===== config.mk =====
export PLATFORM = sky130hd
export DESIGN_NAME = beat_sequencer_flat
export DESIGN_NICKNAME = d
export VERILOG_FILES = /design/src/rtl/beat_sequencer_pkg.sv /design/src/rtl/beat_sequencer_if.sv /design/src/rtl/beat_sequencer_tempo_divider.sv /design/src/rtl/beat_sequencer.sv /design/src/flat_wrapper.sv
export SDC_FILE = /design/constraint.sdc
export NUM_CORES = 1
export LEC_CHECK = 0
export CORE_ASPECT_RATIO = 1.25
export CORE_MARGIN = 2
export CORE_UTILIZATION = 55
export DETAILED_ROUTE_END_ITERATION = 8
export PLACE_DENSITY_LB_ADDON = 0.3
export SETUP_SLACK_MARGIN = 0.2
export SLEW_MARGIN = 40
export SYNTH_ARGS = -nofsm -noshare
export SYNTH_HDL_FRONTEND = slang
export SYNTH_SLANG_ARGS = --single-unit
export TNS_END_PERCENT = 1

===== constraint.sdc =====
create_clock -name clk -period 10.76 [get_ports clk]
set_clock_uncertainty 0.15 [all_clocks]
set_input_delay 2.152 -clock clk [delete_from_list [all_inputs] [get_ports clk]]
set_output_delay 2.152 -clock clk [all_outputs]
set_load 0.02 [all_outputs]

===== src/rtl/beat_sequencer_pkg.sv =====
// Shared widths, song defaults and FSM encoding for the piano-game beat sequencer.
package beat_sequencer_pkg;

  localparam int BEAT_W        = 7;
  localparam int NOTE_W        = 6;
  localparam int BEATS_DEFAULT = 96;

  typedef enum logic [2:0] {
    ST_IDLE  = 3'd0,
    ST_PLAY  = 3'd1,
    ST_PAUSE = 3'd2,
    ST_WIN   = 3'd3,
    ST_LOSE  = 3'd4
  } state_e;

  function automatic logic is_active(input state_e st);
    return (st == ST_PLAY) || (st == ST_PAUSE);
  endfunction

endpackage


===== src/rtl/beat_sequencer_if.sv =====
// Game-control bundle between the sequencer (master) and judge/display/audio (slave).
interface beat_sequencer_if;
  import beat_sequencer_pkg::*;

  logic              start;
  logic              pause;
  logic              hit_pulse;
  logic [NOTE_W-1:0] expected_cnt;
  logic [BEAT_W-1:0] beat_cnt;
  logic [NOTE_W-1:0] hit_cnt;
  logic              beat_tick;
  logic              stray;
  logic              playing;
  logic              win;
  logic              lose;

  modport master (
    input  start, pause, hit_pulse, expected_cnt,
    output beat_cnt, hit_cnt, beat_tick, stray, playing, win, lose
  );

  modport slave (
    output start, pause, hit_pulse, expected_cnt,
    input  beat_cnt, hit_cnt, beat_tick, stray, playing, win, lose
  );

endinterface


===== src/rtl/beat_sequencer_tempo_divider.sv =====
// Tick counter pacing beats; beat_end flags the last enabled tick of a beat.
module beat_sequencer_tempo_divider #(
  parameter int TICKS_PER_BEAT = 4
) (
  input  logic clk,
  input  logic rst_n,
  input  logic clr,
  input  logic en,
  output logic beat_end
);

  localparam int TICK_W = (TICKS_PER_BEAT > 1) ? $clog2(TICKS_PER_BEAT) : 1;

  logic [TICK_W-1:0] tick_q, tick_d;
  logic              last_tick;

  assign last_tick = (tick_q == TICK_W'(TICKS_PER_BEAT - 1));
  assign beat_end  = en && last_tick;

  always_comb begin
    tick_d = tick_q;
    if (clr) begin
      tick_d = '0;
    end else if (en) begin
      tick_d = last_tick ? '0 : tick_q + TICK_W'(1);
    end
  end

  always_ff @(posedge clk or negedge rst_n) begin
    if (!rst_n) begin
      tick_q <= '0;
    end else begin
      tick_q <= tick_d;
    end
  end

endmodule


===== src/rtl/beat_sequencer.sv =====
// Piano-game controller: paces beats, counts accepted hits, declares WIN or LOSE.
module beat_sequencer
  import beat_sequencer_pkg::*;
#(
  parameter int BEATS          = BEATS_DEFAULT,
  parameter int TICKS_PER_BEAT = 4,
  parameter bit STRICT         = 1'b1
) (
  input  logic               clk,
  input  logic               rst_n,
  beat_sequencer_if.master   bus
);

  state_e            state_q, state_d;
  logic [BEAT_W-1:0] beat_q, beat_d;
  logic [NOTE_W-1:0] hit_q, hit_d;
  logic              beat_tick_q, beat_tick_d;
  logic              stray_q, stray_d;
  logic              playing_q, playing_d;
  logic              win_q, win_d;
  logic              lose_q, lose_d;

  logic              tick_en, beat_end;
  logic              hit_acc, stray_hit;
  logic [NOTE_W-1:0] hit_next;

  // Tick only advances in a PLAY cycle that is not overridden by start or pause.
  assign tick_en = !bus.start && (state_q == ST_PLAY) && !bus.pause;

  beat_sequencer_tempo_divider #(
    .TICKS_PER_BEAT(TICKS_PER_BEAT)
  ) u_tempo (
    .clk      (clk),
    .rst_n    (rst_n),
    .clr      (bus.start),
    .en       (tick_en),
    .beat_end (beat_end)
  );

  always_comb begin
    state_d     = state_q;
    beat_d      = beat_q;
    hit_d       = hit_q;
    beat_tick_d = 1'b0;
    stray_d     = 1'b0;
    hit_acc     = bus.hit_pulse && (hit_q < bus.expected_cnt);
    stray_hit   = bus.hit_pulse && !hit_acc;
    hit_next    = hit_acc ? hit_q + NOTE_W'(1) : hit_q;

    if (bus.start) begin
      state_d = ST_PLAY;
      beat_d  = BEAT_W'(1);
      hit_d   = '0;
    end else begin
      case (state_q)
        ST_PLAY: begin
          if (bus.pause) begin
            state_d = ST_PAUSE;
          end else begin
            hit_d = hit_next;
            if (stray_hit) begin
              stray_d = 1'b1;
              if (STRICT) state_d = ST_LOSE;
            end
            // The beat is judged with this cycle's accepted hit already counted.
            if (beat_end && !(stray_hit && STRICT)) begin
              if (hit_next < bus.expected_cnt) begin
                state_d = ST_LOSE;
              end else if (beat_q == BEAT_W'(BEATS)) begin
                state_d = ST_WIN;
              end else begin
                beat_d      = beat_q + BEAT_W'(1);
                beat_tick_d = 1'b1;
              end
            end
          end
        end
        ST_PAUSE: begin
          if (!bus.pause) state_d = ST_PLAY;
        end
        default: ;
      endcase
    end

    playing_d = is_active(state_d);
    win_d     = (state_d == ST_WIN);
    lose_d    = (state_d == ST_LOSE);
  end

  always_ff @(posedge clk or negedge rst_n) begin
    if (!rst_n) begin
      state_q     <= ST_IDLE;
      beat_q      <= '0;
      hit_q       <= '0;
      beat_tick_q <= 1'b0;
      stray_q     <= 1'b0;
      playing_q   <= 1'b0;
      win_q       <= 1'b0;
      lose_q      <= 1'b0;
    end else begin
      state_q     <= state_d;
      beat_q      <= beat_d;
      hit_q       <= hit_d;
      beat_tick_q <= beat_tick_d;
      stray_q     <= stray_d;
      playing_q   <= playing_d;
      win_q       <= win_d;
      lose_q      <= lose_d;
    end
  end

  assign bus.beat_cnt  = beat_q;
  assign bus.hit_cnt   = hit_q;
  assign bus.beat_tick = beat_tick_q;
  assign bus.stray     = stray_q;
  assign bus.playing   = playing_q;
  assign bus.win       = win_q;
  assign bus.lose      = lose_q;

endmodule


===== src/flat_wrapper.sv =====
// flat-port wrapper written by rule: the top's interface ports become plain ports
module beat_sequencer_flat import beat_sequencer_pkg::*;
#(
  parameter int BEATS          = BEATS_DEFAULT,
  parameter int TICKS_PER_BEAT = 4,
  parameter bit STRICT         = 1'b1
)
  (clk, rst_n, bus_start, bus_pause, bus_hit_pulse, bus_expected_cnt, bus_beat_cnt, bus_hit_cnt, bus_beat_tick, bus_stray, bus_playing, bus_win, bus_lose);
  beat_sequencer_if bus_i ();
  input  logic clk;
  input  logic rst_n;
  input wire logic [$bits(bus_i.start)-1:0] bus_start;
  input wire logic [$bits(bus_i.pause)-1:0] bus_pause;
  input wire logic [$bits(bus_i.hit_pulse)-1:0] bus_hit_pulse;
  input wire logic [$bits(bus_i.expected_cnt)-1:0] bus_expected_cnt;
  output wire logic [$bits(bus_i.beat_cnt)-1:0] bus_beat_cnt;
  output wire logic [$bits(bus_i.hit_cnt)-1:0] bus_hit_cnt;
  output wire logic [$bits(bus_i.beat_tick)-1:0] bus_beat_tick;
  output wire logic [$bits(bus_i.stray)-1:0] bus_stray;
  output wire logic [$bits(bus_i.playing)-1:0] bus_playing;
  output wire logic [$bits(bus_i.win)-1:0] bus_win;
  output wire logic [$bits(bus_i.lose)-1:0] bus_lose;
  assign bus_i.start = bus_start;
  assign bus_i.pause = bus_pause;
  assign bus_i.hit_pulse = bus_hit_pulse;
  assign bus_i.expected_cnt = bus_expected_cnt;
  assign bus_beat_cnt = bus_i.beat_cnt;
  assign bus_hit_cnt = bus_i.hit_cnt;
  assign bus_beat_tick = bus_i.beat_tick;
  assign bus_stray = bus_i.stray;
  assign bus_playing = bus_i.playing;
  assign bus_win = bus_i.win;
  assign bus_lose = bus_i.lose;
  beat_sequencer #(.BEATS(BEATS), .TICKS_PER_BEAT(TICKS_PER_BEAT), .STRICT(STRICT)) u_core (.clk(clk), .rst_n(rst_n), .bus(bus_i));
endmodule

==> results.toml, run 1 <==
[routing]
wl_um = 3010
postRouteAntennaNets = 0
highest_layer = "met4"
drt_iter0_drc = 27
vias = 1293
wirelength_met1_um = 1270
dr_wl_met3_um = 130
drt-vias-per-instance = 5.62
drc_errors = 0
wl_met2_um = 1550
drtPass1Iterations = 4
wl_per_cell_um = 13.1

[floorplan]
die-area_um2 = 3160
dieHeight_um = 62.3
io_pins = 29
chipWidth_um = 50.7
start_util_pct = 57.0
rows = 21
core_area_um2 = 2630

[logic_synthesis]
synthCells = 166
synth_area_leaders = "dfrtp_1 (38%), ha_1 (12%), nor2_1 (5.8%)"
yosys_warnings = 0
avgSynthCellArea_um2 = 9.01
syn_nets = 191
synth_top_area_cell = "dfrtp_1"
ys_ff_latch = 23
synth.top_cell.area_share_pct = 38.5
synth_cell_types = 36
ys_seq_area_share_pct = 38.5
netlist_area_um2 = 1500

[timing]
period_minus_slack_ns = 5.98
rsz0062_at_grt = "false"
drv_slew = 0
hold_viol_final = 0
setup_violations = 0
post-route-period-util_pct = 55.6
setup_tns_ns = 0
slew_headroom_pct = 49.3
tightestPinTransition_ns = 0.758
setup_ws_ns = 4.78
fmax_mhz = 167

[finish]
final_nets = 222
design_area_um2 = 1830
multi_input_area_um2 = 868
fillers = 216
drive_gt1_share_pct = 5.10
syn_to_final_growth_pct = 22.5
regArea_um2 = 576
fin_util_pct = 69.8
diodes = 0

[worst_setup_path]
end_kind = "flop"
path_max_fanout = 8
crit_required_ns = 10.84
worstSetupPathType = "primary input to flop"
worst_ep_arrival_time_ns = 6.06
reg2regPathDepth = 15
startpoint_type = "primary input"

[placed_design]
port_buffers = 28
dp_worst_setup_slack_ns = 4.52
hpwl_um = 2340
gp_congestion = 0.857
placed_area_um2 = 1810

[clock_network]
cts_tree = "yes"
clock_path_buffers = 2
htree_levels = 1
cts_resized = 0
cts_root_buf = "clkbuf_4"
clock-sinks = 23
cts_made_buffers = 3
cts.clk_slew.worst_paths_ns = 0.12
clk_latency_ns = 0.31
cts_hold_buf = 0
cts_setup_buffers = 0

[flow_run]
drv_cap = 0

[global_route]
grt_pass1_wl_um = 5000
grt_use_total_pct = 20.3
grt_overflow_total = 0
grt_pass1_vias = 1214
antenna_found_initial = 0
grt_max_degree = 24

[worst_hold_path]
whs_path_depth = 2
worstHoldPathType = "flop to flop"

[power_and_ir_drop]
power_density_nw_per_um2 = 89.5
p_leak_uw = 0.000851
peakVddDrop_mv = 0.0868
total_power_uw = 164

[status]
status = "completed"
-- cell type report --
cell class	count	area share, %
Multi-Input combinational cell	129	47.4
Clock buffer	4	1.43
Tap cell	34	2.32
Timing Repair Buffer	28	15.0
Sequential cell	23	31.4
Inverter	12	2.46
-- layout by cell type, fill, tap and decap left out, types with 2 or more instances in the layout --
| master | synthesis | routed |
|---|---|---|
| nand3b_1 | 2 | 2 |
| clkbuf_4 | 0 | 3 |
| or3_1 | 2 | 2 |
| nor2b_1 | 2 | 2 |
| a21oi_1 | 12 | 12 |
| a21o_1 | 3 | 3 |
| xor2_1 | 8 | 8 |
| nor3_1 | 4 | 4 |
| inv_1 | 12 | 12 |
| o22ai_1 | 2 | 2 |
| nor3b_1 | 3 | 3 |
| nand4_1 | 2 | 2 |
| o21ai_0 | 4 | 4 |
| nand2_1 | 15 | 15 |
| ha_1 | 14 | 14 |
| xnor2_1 | 6 | 6 |
| nand3_1 | 7 | 7 |
| dfrtp_1 | 23 | 23 |
| nand2b_1 | 4 | 4 |
| clkdlybuf4s50_1 | 0 | 27 |
| nor2_1 | 23 | 23 |
-- metal layers --
layer | up-vias | GRT usage, %
li1 | 636 | -
met1 | 618 | 24.2
met2 | 33 | 35.4
met3 | 6 | 2.40
met4 | 0 | 10.1
met5 | - | 0
-- stage by stage --
step | std cells | hold slack, ns
6_report | 230 | 0.396
5_1_grt | 230 | 0.418
4_1_cts | 230 | 0.398
3_5_place_dp | 226 | 0.382
3_3_place_gp | 226 | 0.368
2_1_floorplan | 166 | 0.356
-- worst max-delay path, cell delays in order --
cell,delay (ns)
clkdlybuf4s50_1,0.46
inv_1,0.06
ha_1,0.31
a21oi_1,0.24
o211ai_1,0.17
a21o_1,0.24
nor2_1,0.24
nand3_1,0.13
xnor2_1,0.16
ha_1,0.30
nand2_1,0.09
o21ai_0,0.24
nor3b_1,0.12
a211oi_4,0.42
nand4_2,0.20
or3_1,0.38
a21oi_1,0.15
-- flip-flops by register name, summed over array words and instances, names as in the netlist, 2 cells and up --
register / flops
u_core.u_tempo.tick_q: 2
u_core.state_q: 3
u_core.bus.hit_cnt: 6
u_core.bus.beat_cnt: 7
-- worst paths after layout --
kind	slack [ns]	to	startpoint
worst max-delay path	4.78	u_core.bus.beat_cnt[6]$_DFFE_PN0P_	bus_expected_cnt[5]
worst min-delay path	0.40	u_core.u_tempo.tick_q[1]$_DFFE_PN0P_	u_core.u_tempo.tick_q[1]$_DFFE_PN0P_
worst max register to register	6.66	u_core.bus.beat_cnt[6]$_DFFE_PN0P_	u_core.bus.hit_cnt[3]$_DFFE_PN0P_
worst min register to register	0.40	u_core.u_tempo.tick_q[1]$_DFFE_PN0P_	u_core.u_tempo.tick_q[1]$_DFFE_PN0P_
max in group asynchronous	8.49	u_core.u_tempo.tick_q[0]$_DFFE_PN0P_	rst_n
min in group asynchronous	1.63	u_core.bus.beat_cnt[4]$_DFFE_PN0P_	rst_n
-- cell usage after synthesis --
cell       instances
dfrtp_1           23
nor2_1            23
nand2_1           15
ha_1              14
a21oi_1           12
inv_1             12
xor2_1             8
nand3_1            7
xnor2_1            6
nand2b_1           4
nor3_1             4
o21ai_0            4
a21o_1             3
nor3b_1            3
clkbuf_1           2
nand3b_1           2
nand4_1            2
nor2b_1            2
o22ai_1            2
or3_1              2
a211oi_1           1
a211oi_4           1
a31o_2             1
a31oi_1            1
and2_1             1
and3_1             1
mux2_2             1
nand4_2            1
nor3_2             1
nor4b_1            1
nor4b_4            1
o2111ai_1          1
o211ai_1           1
o21ai_1            1
o21bai_1           1
o31ai_1            1
-- kinds of logic (layout without fill, tap and decap cells) --
family	Yosys count	after routing	share of synthesized area, %
AND/OR/NAND/NOR	70	70	24.4
AO/OA/AOI/OAI	30	30	13.0
flip-flops	23	23	38.5
adder cells (fa/ha/maj)	14	14	11.7
XOR/XNOR	14	14	8.19
buffers and inverters	14	44	3.51
multiplexers	1	1	0.752
-- where the power goes --
part	switching (µW)	internal, µW
clock	24.3	14.5
sequential	3.10	89.4
combinational	17.9	15.0
Power figures use the tool's default switching activity.
==> run 2, diff against run 1 <==
Settings changed: CORE_UTILIZATION 55 to 51.
Clock period 10.76 ns to 5.9 ns, I/O delays scaled along.
==> run 2 against run 1 <==
Net effect: setup slack got worse by 3.9 ns; via count fell by 1.3%; power rose by 85%; non-clock buffer count did not move; first-iteration DRC count fell by 7.4%; count of clock-buffer cells in the layout fell by 1; worst hold slack got worse by 0.0073 ns; final cell count rose by 0.87%; clock power rose by 89%; largest power group unchanged.
==> results.toml, run 2 (synthesized netlist as in run 1, its figures left out) <==
[worst_setup_path]
startpoint_type = "primary input"
worstSetupPathType = "primary input to flop"
worst_ep_arrival_time_ns = 5.11
end_kind = "flop"
path_max_fanout = 8
crit_required_ns = 5.99

[finish]
syn_to_final_growth_pct = 22.7
diodes = 0
layout.cells.non_filler = 232
final_nets = 222
largest_reg_flops = 7
layout_common_cells = "clkdlybuf4s50_1 (27), nor2_1 (23), dfrtp_1 (23)"
drive_gt1_share_pct = 5.61
layout_commonest_cell = "clkdlybuf4s50_1"

[global_route]
grt_pass1_vias = 1316
grt_overflow_total = 0
antenna_found_initial = 0
grt_max_degree = 24
grt_use_total_pct = 20.9
grt_pass1_wl_um = 5400

[timing]
fmax_mhz = 199
period_minus_slack_ns = 5.03
rsz0062_at_grt = "false"
setup_tns_ns = 0
drv_slew = 0
tightestPinTransition_ns = 0.725
post-route-period-util_pct = 85.2
slew_headroom_pct = 51.5
hold_viol_final = 0
setup_violations = 0

[flow_run]
drv_cap = 0

[floorplan]
io_pins = 29
dieHeight_um = 64.6
die-area_um2 = 3390
chipWidth_um = 52.5
rows = 22
core_area_um2 = 2860
start_util_pct = 52.3

[routing]
postRouteAntennaNets = 0
drc_errors = 0
wl_per_cell_um = 13.9
drt-vias-per-instance = 5.50
vias = 1276
wl_um = 3210
drt_iter0_drc = 25
drtPass1Iterations = 4

[clock_network]
cts_root_buf = "clkbuf_4"
cts_made_buffers = 3
cts_setup_buffers = 0
cts.clk_slew.worst_paths_ns = 0.13
cts_tree = "yes"
clock_path_buffers = 2
cts_resized = 0
cts_hold_buf = 0
clk_latency_ns = 0.31
clock-sinks = 23
htree_levels = 1

[placed_design]
gp_congestion = 0.837
hpwl_um = 2530
port_buffers = 28
place_inst = 228

[worst_hold_path]
worstHoldPathType = "flop to flop"

[power_and_ir_drop]
power_density_nw_per_um2 = 165
p_leak_uw = 0.000854
peakVddDrop_mv = 0.147

[status]
status = "completed"
[run 2: cell types whose count changed in the layout (fill, tap and decap cells not counted)]
cell      previous run  this run
clkbuf_1             1         0
clkinv_2             0         1
[run 2: worst paths after layout]
check / startpoint / to / slack (ns) / cells after the start
max: bus_expected_cnt[5] / u_core.bus.beat_cnt[6]$_DFFE_PN0P_ / 0.87 / 17
min: u_core.u_tempo.tick_q[1]$_DFFE_PN0P_ / u_core.u_tempo.tick_q[1]$_DFFE_PN0P_ / 0.39 / 2
max reg2reg: u_core.bus.hit_cnt[3]$_DFFE_PN0P_ / u_core.bus.beat_cnt[6]$_DFFE_PN0P_ / 1.71 / 15
min reg2reg: u_core.u_tempo.tick_q[1]$_DFFE_PN0P_ / u_core.u_tempo.tick_q[1]$_DFFE_PN0P_ / 0.39 / 2
max in group asynchronous: rst_n / u_core.bus.hit_cnt[2]$_DFFE_PN0P_ / 4.60 / 1
min in group asynchronous: rst_n / u_core.bus.beat_cnt[0]$_DFFE_PN0P_ / 0.66 / 1
[run 2: critical path, cell delays in order]
cell and delay [ns]:
clkdlybuf4s50_1 0.45, inv_1 0.05, ha_1 0.31, a21oi_1 0.22, o211ai_1 0.19, a21o_1 0.25
nor2_1 0.26, nand3_1 0.13, xnor2_1 0.14, ha_1 0.29, nand2_1 0.09, o21ai_0 0.24
nor3b_1 0.13, a211oi_4 0.43, nand4_2 0.21, or3_1 0.38, a21oi_1 0.14
[run 2: final cells by class]
type	count	area, µm²
fillers	256	1030
multi-input cells	129	868
flip-flops and latches	23	576
repair buffers	28	275
inverters	12	45.0
well taps	36	45.0
clock buffers	3	22.5
clock inverters	1	5.00
[run 2: metal layers]
layer | vias to the layer above | routed length, µm | global-route usage [%]
met1 | 608 | 1280 | 22.2
met2 | 29 | 1790 | 41.1
met5 | - | 0 | 0
li1 | 635 | - | -
met4 | 0 | 38 | 7.37
met3 | 4 | 104 | 1.61
[run 2: power breakdown]
| group | switching [µW] | total (µW) | internal (µW) |
|---|---|---|---|
| registers | 5.96 | 169 | 163 |
| logic | 33.5 | 61.0 | 27.5 |
| clock network | 48.0 | 73.4 | 25.3 |
| total | 87.5 | 303 | 216 |
[run 2: through the flow]
step | hold WS (ns) | instance area (µm²) | setup WS [ns] | total power (µW) | utilization [%]
global route | 0.440 | 1840 | 0.588 | 318 | 64.2
finish | 0.389 | 1840 | 0.874 | 303 | 64.2
floorplan | 0.356 | 1500 | 1.48 | 208 | -
CTS | 0.391 | 1840 | 0.911 | 307 | 64.2
detailed placement | 0.374 | 1810 | 0.573 | 233 | 63.2
global placement | 0.366 | 1810 | 0.823 | 231 | 63.4
==> run 3, diff against run 2 <==
Settings changed: CORE_ASPECT_RATIO 1.25 to 1.5.
==> run 3 against run 2 <==
Net effect: via count decreased by 0.47%; worst hold slack improved by 0.0010 ns; die area increased by 0.19%; combinational power increased by 0.7%; setup slack improved by 0.0051 ns; critical endpoint unchanged; final cell count increased by 1.3%; largest power group unchanged; highest routed layer unchanged; flip-flop and latch count unchanged; critical path type unchanged.
==> results.toml, run 3 (synthesized netlist as in run 1, its figures left out) <==
[status]
status = "completed"

[finish]
syn_to_final_growth_pct = 24.2
drive_gt1_share_pct = 5.10
layout_common_cells = "clkdlybuf4s50_1 (27), nor2_1 (23), dfrtp_1 (23)"
final_nets = 222
layout_commonest_cell = "clkdlybuf4s50_1"
largest_reg_flops = 7
design_area_um2 = 1860
diodes = 0
fillers = 242

[routing]
vias = 1270
drc_errors = 0
drtPass1Iterations = 4
postRouteAntennaNets = 0
drt_iter0_drc = 35
drt-vias-per-instance = 5.40
wl_um = 3260
wl_per_cell_um = 13.9

[clock_network]
clock-sinks = 23
cts_made_buffers = 3
clk_latency_ns = 0.26
cts_resized = 0
cts_hold_buf = 0
cts.clk_slew.worst_paths_ns = 0.08
cts_root_buf = "clkbuf_8"
htree_levels = 1
clock_path_buffers = 2
cts_tree = "yes"
cts_setup_buffers = 0

[worst_setup_path]
worstSetupPathType = "primary input to flop"
path_max_fanout = 8
end_kind = "flop"
worst_ep_arrival_time_ns = 5.05
startpoint_type = "primary input"
crit_required_ns = 5.93

[floorplan]
io_pins = 29
start_util_pct = 52.5
core_area_um2 = 2850
dieHeight_um = 70.3
rows = 24
die-area_um2 = 3390
chipWidth_um = 48.2

[timing]
hold_viol_final = 0
holdWs_ns = 0.390
fmax_mhz = 199
post-route-period-util_pct = 85.1
rsz0062_at_grt = "false"
drv_slew = 0
setup_violations = 0
slew_headroom_pct = 53.4
setup_tns_ns = 0
tightestPinTransition_ns = 0.697
setup_ws_ns = 0.879
period_minus_slack_ns = 5.02

[power_and_ir_drop]
p_seq_share_pct = 51.7
p_leak_uw = 0.000859
p_int_uw = 238
power_frac_clock_pct = 29.5
power_frac_comb_pct = 18.8
peakVddDrop_mv = 0.143
power_density_nw_per_um2 = 176
power_switching_uw = 87.8
swShare_pct = 26.9

[global_route]
antenna_found_initial = 0
grt_max_degree = 24
grt_overflow_total = 0
grt_pass1_vias = 1369
grt_pass1_wl_um = 5680
grt_use_total_pct = 22.7

[placed_design]
dp_worst_setup_slack_ns = 0.649
port_buffers = 28
hpwl_um = 2590
placed_area_um2 = 1810
gp_congestion = 0.888

[flow_run]
drv_cap = 0

[worst_hold_path]
worstHoldPathType = "flop to flop"
-- run 3: per-stage QoR --
step | utilization (%) | cells | power [µW]
floorplan | - | 166 | 208
global placement | 63.7 | 231 | 231
detailed placement | 63.6 | 231 | 233
CTS | 65.1 | 235 | 330
global route | 65.1 | 235 | 343
finish | 65.1 | 235 | 326
-- run 3: cell type report --
| cell class | count | area (µm²) | share of cell area (%) |
|---|---|---|---|
| multi-input cells | 129 | 868 | 46.7 |
| flip-flops and latches | 23 | 576 | 31.0 |
| repair buffers | 28 | 275 | 14.8 |
| well taps | 39 | 48.8 | 2.63 |
| clock buffers | 4 | 45.0 | 2.42 |
| inverters | 12 | 45.0 | 2.42 |
-- run 3: power by group through the flow --
| stage | registers [µW] | logic [µW] | clock network [µW] |
|---|---|---|---|
| 6_report | 169 | 61.4 | 96.2 |
| 3_5_place_dp | 172 | 61.7 | 0 |
| 3_3_place_gp | 171 | 59.8 | 0 |
| 5_1_grt | 170 | 67.5 | 106 |
| 4_1_cts | 169 | 62.0 | 99.0 |
| 2_1_floorplan | 175 | 33.1 | 0 |
-- run 3: critical path, stage by stage --
cell             delay [ns]
clkdlybuf4s50_1        0.45
inv_1                  0.06
ha_1                   0.30
a21oi_1                0.20
o211ai_1               0.17
a21o_1                 0.25
nor2_1                 0.26
nand3_1                0.13
xnor2_1                0.15
ha_1                   0.30
nand2_1                0.09
o21ai_0                0.25
nor3b_1                0.13
a211oi_4               0.42
nand4_2                0.20
or3_1                  0.37
a21oi_1                0.14
-- run 3: final timing paths --
kind                                                       from  cells after the start                              endpoint  slack, ns
min in group asynchronous                                 rst_n                      1    u_core.bus.beat_cnt[5]$_DFFE_PN0P_       0.73
max in group asynchronous                                 rst_n                      1     u_core.bus.hit_cnt[1]$_DFFE_PN0P_       4.52
setup / recovery                            bus_expected_cnt[5]                     17    u_core.bus.beat_cnt[6]$_DFFE_PN0P_       0.88
hold / removal             u_core.u_tempo.tick_q[1]$_DFFE_PN0P_                      2  u_core.u_tempo.tick_q[1]$_DFFE_PN0P_       0.39
setup reg to reg              u_core.bus.hit_cnt[5]$_DFFE_PN0P_                     15    u_core.bus.beat_cnt[6]$_DFFE_PN0P_       1.81
hold reg to reg            u_core.u_tempo.tick_q[1]$_DFFE_PN0P_                      2  u_core.u_tempo.tick_q[1]$_DFFE_PN0P_       0.39
-- run 3: layer usage --
layer / vias to the layer above / wire length (µm) / track usage [%]
met2: 41 / 1740 / 39.8
met1: 586 / 1280 / 24.7
met4: 0 / 134 / 11.1
met3: 12 / 112 / 2.33
li1: 631 / - / -
met5: - / 0 / 0
